===== src/rtl/riscky_pkg.sv =====
// Shared types and constants for the riscky RV32I core.
package riscky_pkg;

  localparam int XLEN = 32;

  typedef enum logic [1:0] {
    BOOT  = 2'd0,
    RUN   = 2'd1,
    HALT  = 2'd2,
    FAULT = 2'd3
  } fetch_state_t;

  localparam logic [31:0] INSTR_ECALL = 32'h0000_0073;
  localparam logic [31:0] NOP         = 32'h0000_0013;

  typedef struct packed {
    logic            valid;
    logic [XLEN-1:0] instr;
    logic [XLEN-1:0] pc;
    logic [XLEN-1:0] pc4;
  } if_id_t;

endpackage


===== src/rtl/fetch_stage_if_id_reg.sv =====
// Generic pipeline register: MSB is the valid flag; clear drops only valid, load captures all, else hold.
module if_id_reg #(
  parameter int W = 97
) (
  input  logic         clk,
  input  logic         rst,
  input  logic         load,
  input  logic         clear,
  input  logic [W-1:0] d,
  output logic [W-1:0] q
);

  always_ff @(posedge clk or negedge rst) begin
    if (!rst) begin
      q <= '0;
    end else if (clear) begin
      q[W-1] <= 1'b0;
    end else if (load) begin
      q <= d;
    end
  end

endmodule


===== src/rtl/fetch_stage.sv =====
// RV32I fetch stage: PC/FSM plus IF/ID register, one instr/cycle, stall holds everything.
// FETCH_PERF_CNT_EN adds fetch and stall event counters.
module fetch_stage
  import riscky_pkg::*;
#(
  parameter int          XLEN       = 32,
  parameter int          IMEM_DEPTH = 1024,
  parameter logic [31:0] RESET_PC   = 32'h0000_0000,
  parameter logic [31:0] HALT_INSTR = 32'h0000_0073
) (
  input  logic            clk,
  input  logic            rst,
  input  logic            stall_i,
  input  logic            flush_i,
  input  logic            redirect_i,
  input  logic [XLEN-1:0] redirect_pc_i,
  output logic [XLEN-1:0] imem_addr_o,
  input  logic [XLEN-1:0] imem_rdata_i,
  output logic            if_id_valid_o,
  output logic [XLEN-1:0] if_id_instr_o,
  output logic [XLEN-1:0] if_id_pc_o,
  output logic [XLEN-1:0] if_id_pc4_o,
  output logic            halted_o,
  output logic            fault_o
`ifdef FETCH_PERF_CNT_EN
  ,
  output logic [31:0]     fetch_cnt_o,
  output logic [31:0]     stall_cnt_o
`endif
);

  localparam logic [XLEN-1:0] IMEM_BYTES = XLEN'(IMEM_DEPTH * 4);

  fetch_state_t    state_q, state_d;
  logic [XLEN-1:0] pc_q, pc_d, pc_plus4;
  logic            load, clear, bad_target;
  if_id_t          if_id_d, if_id_q;

  assign pc_plus4   = pc_q + XLEN'(4);
  assign bad_target = (redirect_pc_i[1:0] != 2'b00) || (redirect_pc_i >= IMEM_BYTES);

  always_comb begin
    state_d = state_q;
    pc_d    = pc_q;
    load    = 1'b0;
    clear   = 1'b0;
    case (state_q)
      BOOT: state_d = RUN;
      RUN: begin
        if (redirect_i) begin
          clear = 1'b1;
          if (bad_target) state_d = FAULT;
          else            pc_d    = redirect_pc_i;
        end else if (flush_i) begin
          // A concurrent stall still owns the PC.
          clear = 1'b1;
          if (!stall_i) pc_d = pc_plus4;
        end else if (stall_i) begin
          // hold
        end else if (pc_q >= IMEM_BYTES) begin
          state_d = FAULT;
          clear   = 1'b1;
        end else begin
          load = 1'b1;
          if (imem_rdata_i == HALT_INSTR) state_d = HALT;
          else                            pc_d    = pc_plus4;
        end
      end
      HALT: begin
        if (redirect_i) begin
          clear = 1'b1;
          if (bad_target) begin
            state_d = FAULT;
          end else begin
            state_d = RUN;
            pc_d    = redirect_pc_i;
          end
        end else if (!stall_i || flush_i) begin
          clear = 1'b1;
        end
      end
      FAULT: clear = 1'b1;
      default: state_d = FAULT;
    endcase
  end

  always_ff @(posedge clk or negedge rst) begin
    if (!rst) begin
      state_q <= BOOT;
      pc_q    <= RESET_PC;
    end else begin
      state_q <= state_d;
      pc_q    <= pc_d;
    end
  end

  always_comb begin
    if_id_d.valid = 1'b1;
    if_id_d.instr = imem_rdata_i;
    if_id_d.pc    = pc_q;
    if_id_d.pc4   = pc_plus4;
  end

  if_id_reg #(.W($bits(if_id_t))) u_if_id (
    .clk   (clk),
    .rst   (rst),
    .load  (load),
    .clear (clear),
    .d     (if_id_d),
    .q     (if_id_q)
  );

  assign imem_addr_o   = pc_q;
  assign if_id_valid_o = if_id_q.valid;
  assign if_id_instr_o = if_id_q.instr;
  assign if_id_pc_o    = if_id_q.pc;
  assign if_id_pc4_o   = if_id_q.pc4;
  assign halted_o      = (state_q == HALT);
  assign fault_o       = (state_q == FAULT);

`ifdef FETCH_PERF_CNT_EN
  logic stall_event;
  assign stall_event = (state_q == RUN) && stall_i && !redirect_i && !flush_i;

  always_ff @(posedge clk or negedge rst) begin
    if (!rst) begin
      fetch_cnt_o <= '0;
      stall_cnt_o <= '0;
    end else begin
      if (load)        fetch_cnt_o <= fetch_cnt_o + 32'd1;
      if (stall_event) stall_cnt_o <= stall_cnt_o + 32'd1;
    end
  end
`endif

endmodule


===== config.mk =====
export PLATFORM = sky130hd
export DESIGN_NAME = fetch_stage
export DESIGN_NICKNAME = d
export VERILOG_FILES = /design/src/rtl/riscky_pkg.sv /design/src/rtl/fetch_stage_if_id_reg.sv /design/src/rtl/fetch_stage.sv
export SDC_FILE = /design/constraint.sdc
export NUM_CORES = 1
export LEC_CHECK = 0
export ABC_AREA = 0
export CAP_MARGIN = 20
export CELL_PAD_IN_SITES_DETAIL_PLACEMENT = 1
export CELL_PAD_IN_SITES_GLOBAL_PLACEMENT = 2
export CORE_MARGIN = 2
export CORE_UTILIZATION = 31
export CTS_BUF_LIST = sky130_fd_sc_hd__clkbuf_2 sky130_fd_sc_hd__clkbuf_4 sky130_fd_sc_hd__clkbuf_8
export DETAILED_ROUTE_END_ITERATION = 10
export GPL_TIMING_DRIVEN = 0
export PLACE_DENSITY = 0.83
export SLEW_MARGIN = 10
export SYNTH_ARGS = -nofsm -noshare
export SYNTH_HDL_FRONTEND = slang
export SYNTH_SLANG_ARGS = --single-unit

===== constraint.sdc =====
create_clock -name clk -period 6.7 [get_ports clk]
set_input_delay 0.67 -clock clk [delete_from_list [all_inputs] [get_ports clk]]
set_output_delay 0.67 -clock clk [all_outputs]
set_load 0.01 [all_outputs]

==> flow_metrics.env <==
export IMPL_layout_commonest_cell="clkdlybuf4s50_1"
export IMPL_syn_area_per_cell_um2=11.36
export IMPL_core_mm2=0.01852
export IMPL_seq_area_frac_synth=0.5570
export IMPL_firstDrtPassIters=4
export IMPL_total_power_mw=2.821
export IMPL_vias=5022
export IMPL_final_cell_mix="clkdlybuf4s50_1 (198), dfrtp_1 (129), and2_1 (45)"
export IMPL_worst_path_stages=8
export IMPL_pwr_density_cell_mw_per_mm2=331.9
export IMPL_reg2reg_to="u_if_id.q[36]$_DFFE_PN0P_"
export IMPL_cts_tree="built"
export IMPL_startpoint="imem_rdata_i[7]"
export IMPL_syn_area_mm2=0.005796
export IMPL_stdcell_count=976
export IMPL_numCtsBuffers=17
export IMPL_cts_sinks=129
export IMPL_ys_top_cells_by_area="dfrtp_1 (56%), mux2_2 (7.8%), and2_1 (4.9%), nor4_1 (2.9%), o21ai_0 (2.8%)"
export IMPL_critPathArrivalTime_ns=3.31
export IMPL_vias_per_cell=5.145
export IMPL_worstPathRequired_ns=7.03
export IMPL_nets=804
export IMPL_path_clk_slew_ns=0.09
export IMPL_syn_to_final_growth_pct=46.68
export IMPL_cts_path_max_buffers=2
export IMPL_ir_worst_vdd_mv=0.1500
export IMPL_synth_seq_cells=129
export IMPL_insertion_delay_ns=0.44
export IMPL_post_route_min_period_ns=2.981
export IMPL_synth_yosys_warnings=0
export IMPL_path_class="in -> reg"
export IMPL_die_x_um=140.7
export IMPL_worst_pin_slew_ns=0.9262
export IMPL_cp_slowest_cell="nor3_1"
export IMPL_placed_cells=944
export IMPL_cap_violations=0
export IMPL_drt_iter0_drc=313
export IMPL_leakagePower_nw=3.723
export IMPL_place_congestion=0.8482
export IMPL_slowest_delay_ns=0.74
export IMPL_crit_family="simple AND/OR/NAND/NOR gates"
export IMPL_grt_setup_unrepaired="no"
export IMPL_setup_viol=0
export IMPL_fin_ws_ns=3.719
export IMPL_grt_overflow=0
export IMPL_status="completed"
export IMPL_hold_class="in -> async"
export IMPL_fin_crit_sh=0.4449
export IMPL_rows=50
export IMPL_hpwl_um=14700
export IMPL_antenna_found_initial=0
export IMPL_htree_levels=4
export IMPL_synth_top_area_share=0.5570
export IMPL_postPlaceCellArea_mm2=0.008109
export IMPL_synth_top_flop_cell="dfrtp_1"
export IMPL_reg2reg_from="state_q[0]$_DFFE_PN0P_"
export IMPL_drt_wl_total_um=19240
export IMPL_maxSlewViolCount=0
export IMPL_grt_pass1_vias=5350
export IMPL_rrSetupSlack_ns=3.80
export IMPL_grt_max_degree=79
export IMPL_synth_async_sr_flop_share=1.000
export IMPL_yosys_area_top_type="dfrtp_1"
export IMPL_post_cts_setup_buffers=0
export IMPL_holdWs_ns=0.1607
export IMPL_fillCellCount=2032
export IMPL_syn_num_nets=585
export IMPL_fin_worst_skew_ns=0.01327
export IMPL_r2r_cells=10
export IMPL_drive_above_1_share=0.1361
export IMPL_cts_resized_gates=0
export IMPL_wire_per_inst_um=19.72
export IMPL_startpoint_type="input port"
export IMPL_port_buffers=199
export IMPL_cts_hold_buffers_added=0
export IMPL_slew_headroom=0.3778
export IMPL_clockRootBuffer="clkbuf_8"
export IMPL_antenna_cells=0
export IMPL_antenna_left=0
export IMPL_crit_chain="clkdlybuf4s50_1, nor4bb_1, nand4_1, nor3_1, o21ba_2, buf_6, nor4_1, a221o_1"
export IMPL_synth_edf_count=0
export IMPL_ioPinCount=200
export IMPL_die_area_mm2=0.01980
export IMPL_grt_pass1_wl_um=30460
export IMPL_die_y_um=140.7
export IMPL_synthCells=510
export IMPL_cp_num_buf_inv=2
export IMPL_post_place_ws_ns=3.195
export IMPL_synth_cell_types=53
export IMPL_initial_core_util=0.3130
export IMPL_fmax_mhz=335.5
export IMPL_post_route_cell_area_mm2=0.008501
export IMPL_drcViolationCount=0
export IMPL_crit_path_end_kind="flop"
export IMPL_grtUsageTotal=0.1980
export IMPL_crit_fanout=10
export IMPL_hold_viol=0
## synthesized netlist by cell type, types with 3 or more instances
cell type,instances
dfrtp_1,129
and2_1,45
mux2_2,40
nand2_1,32
o21ai_0,32
nor4_1,27
nand3_1,20
nor2_1,19
clkbuf_1,15
and3_1,14
inv_1,12
nor3_1,12
a21oi_1,8
a221o_1,8
nand4_1,7
xnor2_1,7
a211o_1,6
ha_1,6
a31oi_1,5
buf_4,5
a221oi_2,4
buf_6,4
nand2b_1,4
nor4_2,4
o31ai_1,4
or3_1,4
buf_2,3
## report_power, final
group	internal, mW	leakage [nW]	total [mW]	switching [mW]
clock network	0.316	0.188	0.665	0.349
registers	0.935	1.75	1.07	0.132
logic	0.550	1.78	1.09	0.539
total	1.80	3.72	2.82	1.02
## how the worst max path moves through the flow
stage	end	slack (ns)
after floorplan	imem_addr_o[15]$_DFFE_PN0P_	4.41
final	imem_addr_o[15]$_DFFE_PN0P_	3.72
after detailed placement	imem_addr_o[15]$_DFFE_PN0P_	3.19
after global routing	u_if_id.q[36]$_DFFE_PN0P_	3.43
after CTS	imem_addr_o[15]$_DFFE_PN0P_	3.68
after global placement	u_if_id.q[32]$_DFFE_PN0P_	-0.23
## metrics by stage
step	util	TNS [ns]
4_1_cts	0.4591	0
5_1_grt	0.4591	0
3_3_place_gp	0.4364	-28.03
2_1_floorplan	-	0
3_5_place_dp	0.4379	0
6_report	0.4591	0
## cell type report
class                   count  area, um2  area share
flip-flops and latches    129       3228      0.3797
multi-input cells         340       2361      0.2777
repair buffers            200       2021      0.2377
well taps                 234      292.8     0.03444
clock buffers              18      247.7     0.02914
plain buffers              29      161.4     0.01899
clock inverters            14      143.9     0.01693
inverters                  12      45.04    0.005299
## routing by layer
layer  up-vias  global-route usage  share of wire
li1       2283                   -              -
met1      2533              0.2606           0.43
met2       192              0.3312           0.49
met3        14             0.04212          0.067
met4         0             0.05684         0.0088
met5         -                   0              0
## logic make-up after synthesis
logic type                 count (synthesis)  synth area share
buffers and inverters                     41           0.03562
and+or+nand+nor                          196            0.1898
AOI/OAI and AO/OA                         89            0.1131
DFF                                      129            0.5570
muxes                                     41           0.07945
adders and majority gates                  6           0.01295
xor gates and xnor gates                   8           0.01209
## flip-flops by register name, indices dropped and copies added, names as in the netlist
register     count
u_if_id.q       95
state_q          2
imem_addr_o     32
Note: power is estimated with default switching activity, not from simulation.
